File: src/rtl/controlador_disco.sv
// DMA-style block mover between the disk model and main memory (start/busy/done handshake).
// Optional CONTROLADOR_DISCO_CHECKSUM_EN adds a wrapping 32-bit sum of every word written.
module controlador_disco #(
  parameter int unsigned DISK_SIZE = 100,
  parameter int unsigned MEM_SIZE  = 256,
  parameter int unsigned CNT_W     = 16
) (
  input  logic             clk,
  input  logic             reset,
  input  logic             start,
  input  logic             dir,
  input  logic [31:0]      disk_base,
  input  logic [31:0]      mem_base,
  input  logic [CNT_W-1:0] count,
  output logic             busy,
  output logic             done,
  output logic             error,
  output logic [CNT_W-1:0] words_done,
  output logic [31:0]      disk_addr,
  output logic             disk_we,
  output logic [31:0]      disk_wdata,
  input  logic [31:0]      disk_rdata,
  output logic [31:0]      mem_addr,
  output logic             mem_we,
  output logic [31:0]      mem_wdata,
  input  logic [31:0]      mem_rdata
`ifdef CONTROLADOR_DISCO_CHECKSUM_EN
  ,
  output logic [31:0]      checksum
`endif
);

  typedef enum logic [2:0] {
    S_IDLE,
    S_CHECK,
    S_READ,
    S_WRITE,
    S_DONE
  } state_t;

  state_t           state_q, state_d;
  logic             dir_q, dir_d;
  logic [31:0]      disk_base_q, disk_base_d;
  logic [31:0]      mem_base_q, mem_base_d;
  logic [CNT_W-1:0] count_q, count_d;
  logic [CNT_W-1:0] idx_q, idx_d;
  logic [CNT_W-1:0] words_done_q, words_done_d;
  logic             error_q, error_d;
  logic             hold_q, hold_d;
  logic [31:0]      disk_addr_q, disk_addr_d;
  logic [31:0]      mem_addr_q, mem_addr_d;
  logic [32:0]      disk_end, mem_end;
  logic             range_bad;
  logic [CNT_W-1:0] idx_next;
`ifdef CONTROLADOR_DISCO_CHECKSUM_EN
  logic [31:0]      checksum_q, checksum_d;
  logic [31:0]      src_rdata;
`endif

  always_ff @(posedge clk or posedge reset) begin
    if (reset) begin
      state_q      <= S_IDLE;
      dir_q        <= 1'b0;
      disk_base_q  <= '0;
      mem_base_q   <= '0;
      count_q      <= '0;
      idx_q        <= '0;
      words_done_q <= '0;
      error_q      <= 1'b0;
      hold_q       <= 1'b0;
      disk_addr_q  <= '0;
      mem_addr_q   <= '0;
`ifdef CONTROLADOR_DISCO_CHECKSUM_EN
      checksum_q   <= '0;
`endif
    end else begin
      state_q      <= state_d;
      dir_q        <= dir_d;
      disk_base_q  <= disk_base_d;
      mem_base_q   <= mem_base_d;
      count_q      <= count_d;
      idx_q        <= idx_d;
      words_done_q <= words_done_d;
      error_q      <= error_d;
      hold_q       <= hold_d;
      disk_addr_q  <= disk_addr_d;
      mem_addr_q   <= mem_addr_d;
`ifdef CONTROLADOR_DISCO_CHECKSUM_EN
      checksum_q   <= checksum_d;
`endif
    end
  end

  always_comb begin
    state_d      = state_q;
    dir_d        = dir_q;
    disk_base_d  = disk_base_q;
    mem_base_d   = mem_base_q;
    count_d      = count_q;
    idx_d        = idx_q;
    words_done_d = words_done_q;
    error_d      = error_q;
    hold_d       = hold_q;
    disk_addr_d  = disk_addr_q;
    mem_addr_d   = mem_addr_q;
    disk_end     = {1'b0, disk_base_q} + 33'(count_q);
    mem_end      = {1'b0, mem_base_q} + 33'(count_q);
    range_bad    = (disk_end > 33'(DISK_SIZE)) || (mem_end > 33'(MEM_SIZE));
    idx_next     = idx_q + 1'b1;
`ifdef CONTROLADOR_DISCO_CHECKSUM_EN
    checksum_d   = checksum_q;
    src_rdata    = dir_q ? mem_rdata : disk_rdata;
`endif

    case (state_q)
      S_IDLE: begin
        if (start) begin
          dir_d        = dir;
          disk_base_d  = disk_base;
          mem_base_d   = mem_base;
          count_d      = count;
          words_done_d = '0;
          error_d      = 1'b0;
          hold_d       = 1'b0;
`ifdef CONTROLADOR_DISCO_CHECKSUM_EN
          checksum_d   = '0;
`endif
          state_d      = S_CHECK;
        end
      end
      S_CHECK: begin
        // Empty or rejected commands spend a second CHECK cycle so done follows the second edge after start.
        if ((count_q == '0) || range_bad) begin
          error_d = (count_q != '0);
          if (hold_q) state_d = S_DONE;
          else        hold_d  = 1'b1;
        end else begin
          idx_d       = '0;
          disk_addr_d = disk_base_q;
          mem_addr_d  = mem_base_q;
          state_d     = S_READ;
        end
      end
      S_READ: begin
        state_d = S_WRITE;
      end
      S_WRITE: begin
        words_done_d = words_done_q + 1'b1;
`ifdef CONTROLADOR_DISCO_CHECKSUM_EN
        checksum_d   = checksum_q + src_rdata;
`endif
        if (idx_q == count_q - 1'b1) begin
          state_d = S_DONE;
        end else begin
          idx_d       = idx_next;
          disk_addr_d = disk_base_q + 32'(idx_next);
          mem_addr_d  = mem_base_q + 32'(idx_next);
          state_d     = S_READ;
        end
      end
      S_DONE: begin
        state_d = S_IDLE;
      end
      default: begin
        state_d = S_IDLE;
      end
    endcase
  end

  always_comb begin
    busy       = (state_q == S_CHECK) || (state_q == S_READ) || (state_q == S_WRITE);
    done       = (state_q == S_DONE);
    disk_we    = (state_q == S_WRITE) && dir_q;
    mem_we     = (state_q == S_WRITE) && !dir_q;
    disk_wdata = disk_we ? mem_rdata : '0;
    mem_wdata  = mem_we ? disk_rdata : '0;
  end

  assign error      = error_q;
  assign words_done = words_done_q;
  assign disk_addr  = disk_addr_q;
  assign mem_addr   = mem_addr_q;
`ifdef CONTROLADOR_DISCO_CHECKSUM_EN
  assign checksum   = checksum_q;
`endif

endmodule
File: config.mk
export PLATFORM = sky130hd
export DESIGN_NAME = controlador_disco
export DESIGN_NICKNAME = d
export VERILOG_FILES = /design/src/rtl/controlador_disco.sv
export SDC_FILE = /design/constraint.sdc
export NUM_CORES = 1
export LEC_CHECK = 0
export CAP_MARGIN = 25
export CORE_MARGIN = 5
export CORE_UTILIZATION = 50
export CTS_BUF_LIST = sky130_fd_sc_hd__clkbuf_8
export DETAILED_ROUTE_END_ITERATION = 10
export DONT_BUFFER_PORTS = 1
export PLACE_DENSITY = 0.8
export SYNTH_ARGS = -nofsm -noshare
export SYNTH_HDL_FRONTEND = slang
export SYNTH_SLANG_ARGS = --single-unit
File: constraint.sdc
create_clock -name clk -period 5.75 [get_ports clk]
set_input_delay 1.15 -clock clk [delete_from_list [all_inputs] [get_ports clk]]
set_output_delay 1.15 -clock clk [all_outputs]
set_load 0.01 [all_outputs]
== Yosys cells after proc, flatten, opt, wreduce, memory -nomap -nowiden ==
Cells that the tools add are included.
Word-level totals
  bits in registers: 182
  bits in latches: 0
  RAM bits: 0
  ROM bits: 0
  output and inout bits: 149
  memories: 0
Cells by class
  $add $sub $neg: 7
  multipliers: 0
  divide/modulo/power cells: 0
  magnitude comparators: 2
  equal/unequal tests: 10
  shift operators: 0
  mux-type cells: 23
  bitwise logic cells: 0
  reduce and logical (&&, ||, !) cells: 18
Operators with widths (number)
  2-to-1 mux 32 bit: 6
  one-hot mux 32 bit (2 select lines): 2
  adder 32 x 16 -> 33 bit: 2
  adder 32 x 16 -> 32 bit: 2
  one-hot mux 16 bit (2 select lines): 2
  2-to-1 mux 16 bit: 3
  > comparator 33 x 7 -> 1 bit (second input constant): 1
  > comparator 33 x 9 -> 1 bit (second input constant): 1
  adder 16 x 1 -> 16 bit (second input constant): 2
  equality test 16 bit: 1
  logical NOT 16 bit: 1
  nonzero test 16 bit: 1
  subtractor 16 x 1 -> 16 bit (second input constant): 1
  2-to-1 mux 3 bit: 4
  one-hot mux 3 bit (4 select lines): 1
  inequality test 2 bit (second input constant): 4
  equality test 3 x 2 -> 1 bit (second input constant): 2
  AND reduction 2 bit: 3
  AND reduction 3 bit: 2
  nonzero test 2 bit: 3
  logical OR 1 bit: 4
  one-hot mux 1 bit (2 select lines): 2
  equality test 3 x 1 -> 1 bit (second input constant): 1
  equality test 3 bit (second input constant): 1
  other kinds (5): 8

== Longest topological paths before layout ==
  depth after elaboration: 6
  gate-level depth with buffers: 18
  gate-level depth less buffers: 17

== Worst setup path before layout ==
Ideal clock, no wire load.
  kind: flip-flop to flip-flop
  start point: register count_q[0]
  end point: register mem_addr_q[0] (netlist: mem_addr[0])
  library setup time: 0.127 ns
  arrival: 4.343 ns
  required time: 5.623 ns
  slack: 1.279 ns
  stages on the path, launching flop included: 16
  path buffers: 3
  period minus slack after synthesis: 4.471 ns
  cell sequence: dfrtp_1 -> ha_1 -> fa_1 -> a21o_1 -> a221oi_1 -> nor4_1 -> nor3_1 -> mux2_2 -> or4_1 -> nor4_2 -> a31o_2 -> and2_1 -> buf_4 -> buf_6 -> buf_6 -> mux2_1
On the way
  cells in the longest elaborated chain, start to end: 6
  elaborated cells between the ends (all ways): 12
  those cells by class: 3 x add/sub; 2 x order compare; 3 x eq/ne; 4 x reduce/logical
Ends and longest elaborated chain
  from (decl): line 45  | logic [CNT_W-1:0] count_q, count_d;
  from (signal assigned): line 81  | count_q <= count_d;
  adder 32 x 16 -> 33 bit (on tied branches): line 106, 107
  > comparator 33 x 7 -> 1 bit / > comparator 33 x 9 -> 1 bit (equally long branches): line 108  | range_bad = (disk_end > 33'(DISK_SIZE)) || (mem_end > 33'(MEM_SIZE));
  logical OR 1 bit: line 108
  logical OR 1 bit: line 133  | if ((count_q == '0) || range_bad) begin
  inequality test 2 bit (no line)
  AND reduction 3 bit (no line) (*)
  to (signal assigned): line 87  | mem_addr_q <= mem_addr_d;
  to (decl): line 51  | logic [31:0] mem_addr_q, mem_addr_d;
Mark *: on every way between the ends. The rest lies on a longest branch, timed or not.
A chain may end at the register's enable or synchronous reset.

== Final worst setup path ==
  start point: register count_q[0]
  end point: register mem_addr_q[20] (netlist: mem_addr[20])
The elaborated chain is that of the path after synthesis.

==> metrics.csv <==
stage,metric,value,unit
run_status,status,"finished, final reports clean",
floorplan,die_x,177,um
cells_and_area,drive_above_1_share,8.46,%
cells_and_area,fin_cells,2035,
placement,globalplace.congestion,1.02,
power,power_switching,3.75,mW
floorplan,start_util,50.3,%
clock_tree,numCtsBuffers,17,
sta,finalHoldWorstSlack,0.423,ns
power,finalPower,7.29,mW
routing,vias,12891,
clock_tree,cts.htree.levels,4,
placement,place_area,0.0141,mm^2
worst_setup_path,startpoint,count_q[0],
cells_and_area,post-route-util,52.9,%
synth,synth_nets,1925,
synth,synth_top_area_cell,dfrtp_1,
routing,dr.pass1.iters,6,
floorplan,ios,297,
job,cap_violations,0,
synth,synth-edff-count,0,
synth,synth-seq-cells,182,
worst_setup_path,worstPathArrival,5.37,ns
clock_tree,cts_sinks,182,
sta,drv_slew,0,
global_routing,grt_use_total,27.7,%
synth,postSynthCellCount,1705,
routing,wl_per_cell,22.0,um
worst_setup_path,regToRegEndpoint,mem_addr[20],
clock_tree,post_cts_buffers,0,
global_routing,grt_overflow,0,
global_routing,grt_pass1_wl,68500,um
worst_hold_path,hp-class,input pin to asynchronous set/reset pin,
placement,dp_cells,1999,
sta,hold_violations,0,
sta,max_slew_margin,26.9,%
synth,synthDistinctLibCells,77,
clock_tree,cts-resized-gates,0,
synth,ys.flop_type,dfrtp_1,
clock_tree,clk_latency,0.51,ns
synth,netlist_top_cells_count,"nand2_1, dfrtp_1, o21ai_0",
sta,tightest_slew,1.09,ns
worst_setup_path,worstRegToRegCells,14,
synth,avgSynthCellArea,8.14,um^2
sta,skew,0.0265,ns
global_routing,grt_pass1_vias,12249,
clock_tree,cts_tree,built,
worst_setup_path,worstPathRequired,6.13,ns
placement,pre_cts_ws,0.834,ns
placement,dpl.hpwl,34500,um
routing,drtIter0Drc,1311,
synth,yosysSeqAreaShare,32.8,%
floorplan,dieArea,0.0312,mm^2
worst_setup_path,path_class,flop to flop,
global_routing,antenna_found_initial,3,
worst_setup_path,r2r_start,count_q[0],
floorplan,die-height,177,um
sta,rsz0062_at_grt,false,
worst_setup_path,r2r_slack,0.75,ns
placement,port_buffers,0,
floorplan,core-area,0.0276,mm^2
clock_tree,hold_buffers,0,
synth,yosysTopAreaCellShare,32.8,%
power,comb_power_share,54.5,%
clock_tree,cts_root_buf,clkbuf_8,
clock_tree,clk_pin_slew,0.12,ns
cells_and_area,final_cell_area,0.0146,mm^2
routing,drc,0,
worst_setup_path,cp-endpoint,mem_addr[20],
synth,synth_area,0.0139,mm^2
power,leakage,6.64,nW
global_routing,grt_start_max_net_pins,83,
sta,maxClockFrequency,0.200,GHz
worst_setup_path,crit_path_max_fanout,32,
synth,ys_top_cells_by_area,"dfrtp_1, nand2_1, ha_1, mux2_2, o21ai_0",
worst_setup_path,start_kind,flop,
power,power_frac_clock,13.7,%
synth,synth_warnings,0,
cells_and_area,nNetsFinal,1861,
power,peakVddDrop,0.000269,V
routing,antenna_left,0,
floorplan,num_rows,61,
routing,vias_per_cell,6.33,
routing,wl,44700,um
sta,setup_viol,0,
power,p_seq_share,31.8,%
synth,async_reset_ff_share,100,%
power,powerDensity,500,mW/mm^2
sta,fin_crit,5.00,ns
sta,setup_ws,0.753,ns
clock_tree,clock_path_buffers,2,
synth,yosysMostFrequentCell,nand2_1,
worst_setup_path,cp-end-kind,flop,
power,p_int,3.54,mW
sta,timing.final.crit_share,86.9,%
cells_and_area,synthToLayoutAreaGrowth,5.10,%
sta,fin_setup_tns,0,ns
power,swShare,51.4,%
## power groups by stage
stage               combinational, mW  sequential (mW)  clock [mW]
finish                           3.97             2.32       0.998
global route                     4.40             2.36        1.06
CTS                              3.89             2.29        1.01
detailed placement               3.87             2.31           0
global placement                 3.84             2.29           0
floorplan                        3.23             1.81           0
## flip-flops by register name (all words and copies together) (netlist names)
register and flops:
disk_addr 32, disk_base_q 32, mem_addr 32, mem_base_q 32, count_q 16, idx_q 16, words_done 16, state_q 3
dir_q 1, error 1, hold_q 1
## routing by layer
layer / wire length, um / global-route usage, % / vias up
met5: 7 / 0 / -
met4: 1280 / 8.80 / 2
met3: 4730 / 9.36 / 113
met2: 20200 / 41.9 / 620
met1: 18600 / 37.8 / 6200
li1: - / - / 5956
## layout by cell type (no fill, tap or decap), types with 11 or more instances in the layout
master	n
nand2_1	366
dfrtp_1	182
o21ai_0	110
nor2_1	89
a21oi_1	78
and2_1	73
ha_1	68
mux2_2	63
xor2_1	59
nor3_1	42
nand3_1	41
xnor2_1	40
inv_1	31
and3_1	26
nand4_1	25
or3_1	22
o31ai_1	20
o211ai_1	18
clkbuf_8	18
buf_4	17
a211oi_1	15
a21o_1	14
o21a_1	14
nand2b_1	11
a41oi_1	11
## kinds of logic (layout without fill, tap and decap cells)
logic type,after synthesis,count (layout),synth area share [%]
DFF,182,182,32.8
adders and majority gates,72,72,6.71
muxes,77,77,6.17
and+or+nand+nor,762,762,26.1
AOI/OAI and AO/OA,378,378,17.9
other,0,3,0
xor gates and xnor gates,99,99,6.25
buffers and inverters,135,84,4.01
## cell type report
type                            count  area (um^2)
Inverter                           32          124
Antenna cell                        3         7.51
Sequential cell                   182         4550
Fill cell                        2502        13000
Tap cell                          378          473
Clock buffer                       18          248
Clock inverter                     14          205
Timing Repair Buffer               20          195
Multi-Input combinational cell   1388         8770
## worst min path at each step
stage / end / from / slack (ns)
6_report: disk_base_q[3] / reset / 0.42
5_1_grt: disk_base_q[3] / reset / 0.41
4_1_cts: count_q[6] / reset / 0.41
3_5_place_dp: dir_q / dir_q / 0.50
3_3_place_gp: dir_q / dir_q / 0.48
2_1_floorplan: dir_q / dir_q / 0.46
## critical path: stages (launching register included)
cell and delay [ns]:
dfrtp_1 0.46, ha_1 0.24, fa_1 0.44, a21o_1 0.21, a221oi_1 0.26, buf_4 0.18
nor4_1 0.07, nor3_1 0.40, mux2_2 0.38, or4_1 0.56, nor4_2 0.32, a31o_2 0.43
and2_2 0.28, buf_12 0.21, mux2_2 0.36
Power figures use the tool's default switching activity.
